<file path="config.mk">
export PLATFORM = sky130hd
export DESIGN_NAME = ota
export DESIGN_NICKNAME = d
export VERILOG_FILES = /design/src/rtl/ota.sv
export SDC_FILE = /design/constraint.sdc
export NUM_CORES = 1
export LEC_CHECK = 0
export CAP_MARGIN = 0
export CORE_UTILIZATION = 30
export CTS_CLUSTER_SIZE = 12
export DETAILED_ROUTE_END_ITERATION = 6
export MAX_ROUTING_LAYER = met4
export SLEW_MARGIN = 10
export SYNTH_ARGS = -nofsm -noshare
export SYNTH_HDL_FRONTEND = slang
export SYNTH_SLANG_ARGS = --single-unit
</file>
<file path="constraint.sdc">
create_clock -name clk -period 50.1 [get_ports clk]
set_clock_uncertainty 0.2 [all_clocks]
set_input_delay 15.03 -clock clk [delete_from_list [all_inputs] [get_ports clk]]
set_output_delay 15.03 -clock clk [all_outputs]
set_load 0.02 [all_outputs]
</file>
<file path="src/rtl/ota.sv">
// ota: discrete-time single-pole op-amp model with saturation, optional rail clipping
// and optional slew limiting (slew limiting compiled in by OTA_SLEW_LIMIT_EN).
module ota #(
  parameter int unsigned GAIN       = 70,
  parameter int          TAU_SHIFT  = 3,
  parameter int          SLEW_SHIFT = 4,
  parameter int          ETOL       = 4,
  parameter int          EN_LCC     = 1
) (
  input  logic               clk,
  input  logic               rst,
  input  logic signed [15:0] vdd,
  input  logic signed [15:0] vss,
  input  logic        [15:0] ibias,
  input  logic signed [15:0] inp,
  input  logic signed [15:0] inn,
  output logic signed [15:0] out,
  output logic               settled
);
  localparam logic signed [24:0] G     = 25'(GAIN);
  localparam logic signed [24:0] PMAX  = 25'sd32767;
  localparam logic signed [24:0] PMIN  = -25'sd32768;
  localparam logic signed [18:0] SMAX  = 19'sd32767;
  localparam logic signed [18:0] SMIN  = -19'sd32768;
  localparam logic signed [17:0] TOL   = 18'(ETOL);
  logic signed [15:0] out_q, out_d, target, sat, clip;
  logic               settled_q, settled_d;
  logic signed [16:0] diff;
  logic signed [24:0] prod;
  logic signed [17:0] err, mag, step, stp;
  logic signed [18:0] sum;
`ifdef OTA_SLEW_LIMIT_EN
  logic signed [17:0] lim;
  assign lim = $signed({2'b00, ibias >> SLEW_SHIFT});
  assign stp = step > lim ? lim : step < -lim ? -lim : step;
`else
  logic unused_ibias;
  assign unused_ibias = ^ibias;
  assign stp = step;
`endif
  always_comb begin
    diff      = 17'(inp) - 17'(inn);
    prod      = 25'(diff) * G;
    target    = prod > PMAX ? 16'sh7fff : prod < PMIN ? 16'sh8000 : prod[15:0];
    err       = 18'(target) - 18'(out_q);
    mag       = err < 0 ? -err : err;
    step      = err >>> TAU_SHIFT;
    sum       = 19'(out_q) + 19'(stp);
    sat       = sum > SMAX ? 16'sh7fff : sum < SMIN ? 16'sh8000 : sum[15:0];
    clip      = EN_LCC == 0 ? sat : vdd <= vss ? vss : sat > vdd ? vdd : sat < vss ? vss : sat;
    settled_d = mag <= TOL;
    out_d     = settled_d ? out_q : clip;
  end
  always_ff @(posedge clk) begin
    if (rst) begin
      out_q     <= '0;
      settled_q <= 1'b0;
    end else begin
      out_q     <= out_d;
      settled_q <= settled_d;
    end
  end
  assign out     = out_q;
  assign settled = settled_q;
endmodule

</file>
==> results by group <==
Timing
  – Final slew viol count: 0
  – Final-layout setup total negative slack: 0 ns
  – Unrepaired setup endpoints after global routing: no
  – Final Hold Fails: 0
  – Peak Freq: around 33 MHz
  – Slew at the pin with the worst max-slew slack: between 1 and 1.5 ns
  – Tmin final: approximately 30 ns
  – Headroom to the max-slew limit: 0.2336
  – Share of the clock period used by the worst path: 0.6034
  – Final Setup Violations: 0

Yosys
  – Cell area after technology mapping: roughly 7500 µm²
  – Number of flops mapped to enable cells by yosys: 0
  – Prevailing post-synth register cell: sky130_fd_sc_hd__dfxtp_1
  – Distinct cells, synth: slightly above 90
  – Number of standard cells after synthesis: between 900 and 1000
  – Mean cell area of the mapped netlist: roughly 7.5 µm²
  – Async set-or-reset flop fraction in the synthesized netlist: 0
  – Count of yosys warnings during synthesis: 0
  – Sequential fraction of the synthesis area: 0.04535
  – Seq cells post-synth: 17
  – Syn_nets: roughly 1300

Routing
  – Post-DR wirelength/cell: roughly 14 µm
  – First-pass detailed-route iteration total: 7
  – Vias post-DR: around 7000
  – Antenna-violating nets left: 0
  – Final routed DRC violation total: 0
  – Sum of routed wire length over all layers: 19100 µm
  – Via-per-instance ratio: 5.139
  – Initial DRC count: 402

Clock tree
  – Clock-pin transition on the worst setup and hold timing paths: about 0.060 ns
  – Cell at the root of the clock tree: sky130_fd_sc_hd__clkbuf_16
  – Cts repair resizes: 0
  – Clk_lat worst skew: about 0.25 ns
  – Buffer levels on the longest clock path: 2
  – Number of clock sinks: 17
  – CTS buffer count: 3
  – Post-CTS Hold Fix Bufs: 0
  – TritonCTS clock tree: yes
  – Post-CTS repair timing setup buffer count: 0
  – H-Tree Depth: 1

Placed design
  – Half-perimeter wire length of the detailed placement result: around 16000 µm
  – Post-placement cell area: approximately 8600 µm²
  – Number of port buffers: 82
  – Inst Count DP: ~1400
  – Gp weighted congestion: 0.8607

Cells and area
  – Count of inserted antenna diode cells: 0
  – Final non-filler cell area: a little under 9000 µm²
  – Non-Filler Instances: 1384
  – Area Overhead vs Synth: 15.34%
  – Proportion of layout cells with a drive suffix above 1: 0.03208
  – Count of fill cells added during filler insertion: between 2000 and 3000
  – Net count, final: 1318

Worst setup path
  – Startpoint of the most critical setup path: inn[1]
  – Crit path launch type: primary input
  – Largest fanout on the critical path: 16
  – Worst path arrival time: roughly 30 ns
  – Type of the worst setup path: in2reg
  – Required time at the endpoint of the critical path: approximately 50 ns
  – Cell with the biggest individual delay on the critical path: sky130_fd_sc_hd__o21ai_1
  – Reg-to-Reg Start: out[4]
  – Critical path's largest stage delay: between 0.9 and 1 ns
  – Worst Path Buf+Inv: 6
  – CP top delay family: compound AO/OA/AOI/OAI gates
  – Kind of capture point of the worst setup path: register

Floorplan
  – IO Pins: a little under 100
  – Die W: about 160 µm
  – Effective utilization at floorplan: 0.3068
  – Die height: around 160 µm
  – Full die area: roughly 26000 µm²
  – Core outline area: around 24000 µm²
  – Standard-cell rows: 57

Global routing
  – Fraction of met2 tracks used by global routing: 0.2632
  – Largest net degree at the start of global routing: 20
  – Met3 routing resource usage after global routing: 0.008052
  – Initial antenna violation count: 0
  – Vias in the first global route: between 6000 and 7000
  – Global-route wire length before repair: approximately 32000 µm
  – GRT overflow: 0
  – Gr busiest metal: met2
  – Met1 Use GR: 0.2045
  – GRT Resource Usage Total: 0.1543

Outcome
  – Status: completed

Run
  – Number of max-cap violations: 0

Min path
  – Worst hold start: out[0]
  – Path type of the worst min-delay path: reg2reg
## Yosys cell counts, types with 13 or more instances
cell type	n	area [µm²]
sky130_fd_sc_hd__inv_1	166	623.1
sky130_fd_sc_hd__ha_1	155	1939
sky130_fd_sc_hd__nor2_1	79	296.5
sky130_fd_sc_hd__a21oi_1	60	300.3
sky130_fd_sc_hd__o21ai_0	51	255.2
sky130_fd_sc_hd__a21o_1	35	262.8
sky130_fd_sc_hd__nand2_1	35	131.4
sky130_fd_sc_hd__xnor2_1	35	306.5
sky130_fd_sc_hd__fa_1	20	400.4
sky130_fd_sc_hd__nor3_1	20	100.1
sky130_fd_sc_hd__o21a_1	20	150.1
sky130_fd_sc_hd__nor2b_1	19	118.9
sky130_fd_sc_hd__xor2_1	18	157.7
sky130_fd_sc_hd__dfxtp_1	17	340.3
sky130_fd_sc_hd__a22oi_1	16	120.1
sky130_fd_sc_hd__or3_1	16	100.1
sky130_fd_sc_hd__nand4_1	15	93.84
sky130_fd_sc_hd__a22o_1	14	122.6
sky130_fd_sc_hd__nand3_1	13	65.06
sky130_fd_sc_hd__o32ai_1	13	113.9
## flip-flops by register name, indices dropped and copies added, names as in the netlist
name	count
settled	1
out	16
## logic make-up (layout without fill, tap and decap cells)
logic type	Yosys count	after routing	synth area share
XOR/XNOR	55	55	0.06769
multiplexers	5	5	0.006836
buffers and inverters	190	256	0.1069
flip-flops	17	17	0.04535
AO/OA/AOI/OAI	301	301	0.2869
adder cells (fa/ha/maj)	177	177	0.3144
AND/OR/NAND/NOR	249	249	0.1719
## routing by layer
layer / vias to the layer above / wire length (µm)
li1: 3718 / -
met1: 3234 / 9448
met2: 147 / 8871
met3: 13 / 638
met4: 0 / 143
met5: - / 0
## layout make-up
class | count | area (µm²) | area share
sequential | 17 | 340.3 | 0.03932
multi-input combinational | 787 | 6362 | 0.7350
tap | 324 | 405.4 | 0.04683
timing repair buffer | 84 | 835.8 | 0.09656
clock buffer | 4 | 78.83 | 0.009107
inverter | 168 | 633.1 | 0.07314
## through the flow
stage	hold slack [ns]	util	setup WS (ns)
4_1_cts	0.3577	0.3538	19.87
5_1_grt	0.3885	0.3538	18.57
3_5_place_dp	0.3503	0.3506	19.64
2_1_floorplan	0.3768	-	22.05
6_report	0.3567	0.3538	19.87
3_3_place_gp	0.3529	0.3506	19.67
## worst min-delay path: stages (launching register included)
cell                      delay (ns)
sky130_fd_sc_hd__dfxtp_1        0.36
sky130_fd_sc_hd__nand3_1        0.09
sky130_fd_sc_hd__a21oi_1        0.06
## worst paths after layout
| path | endpoint | slack, ns | cells past startpoint |
|---|---|---|---|
| worst max-delay path | out[14] | 19.87 | 55 |
| worst min-delay path | out[0] | 0.36 | 2 |
| worst max register to register | out[14] | 40.99 | 27 |
| worst min register to register | out[0] | 0.36 | 2 |
## cell usage in the layout (no fill, tap or decap), types with 4 or more instances in the layout
cell type                         netlist  layout
sky130_fd_sc_hd__a211o_1                4       4
sky130_fd_sc_hd__a211oi_1               7       7
sky130_fd_sc_hd__a21boi_0               4       4
sky130_fd_sc_hd__a21o_1                35      35
sky130_fd_sc_hd__a21oi_1               60      60
sky130_fd_sc_hd__a22o_1                14      14
sky130_fd_sc_hd__a22oi_1               16      16
sky130_fd_sc_hd__a31oi_1                5       5
sky130_fd_sc_hd__and2_1                 4       4
sky130_fd_sc_hd__and3_1                10      10
sky130_fd_sc_hd__clkdlybuf4s50_1        0      82
sky130_fd_sc_hd__dfxtp_1               17      17
sky130_fd_sc_hd__fa_1                  20      20
sky130_fd_sc_hd__ha_1                 155     155
sky130_fd_sc_hd__inv_1                166     166
sky130_fd_sc_hd__mux2i_1                4       4
sky130_fd_sc_hd__nand2_1               35      35
sky130_fd_sc_hd__nand2b_1               8       8
sky130_fd_sc_hd__nand3_1               13      13
sky130_fd_sc_hd__nand4_1               15      15
sky130_fd_sc_hd__nor2_1                79      79
sky130_fd_sc_hd__nor2b_1               19      19
sky130_fd_sc_hd__nor3_1                20      20
sky130_fd_sc_hd__nor4_1                 4       4
sky130_fd_sc_hd__o2111ai_1              4       4
sky130_fd_sc_hd__o211ai_1               5       5
sky130_fd_sc_hd__o21a_1                20      20
sky130_fd_sc_hd__o21ai_0               51      50
sky130_fd_sc_hd__o21bai_1               7       7
sky130_fd_sc_hd__o221ai_1               4       4
sky130_fd_sc_hd__o31ai_1                5       5
sky130_fd_sc_hd__o32ai_1               13      13
sky130_fd_sc_hd__or3_1                 16      16
sky130_fd_sc_hd__xnor2_1               35      35
sky130_fd_sc_hd__xor2_1                18      18
Power is not shown: default switching activity piles up to over one toggle a cycle in this logic, so the estimate is an artifact.
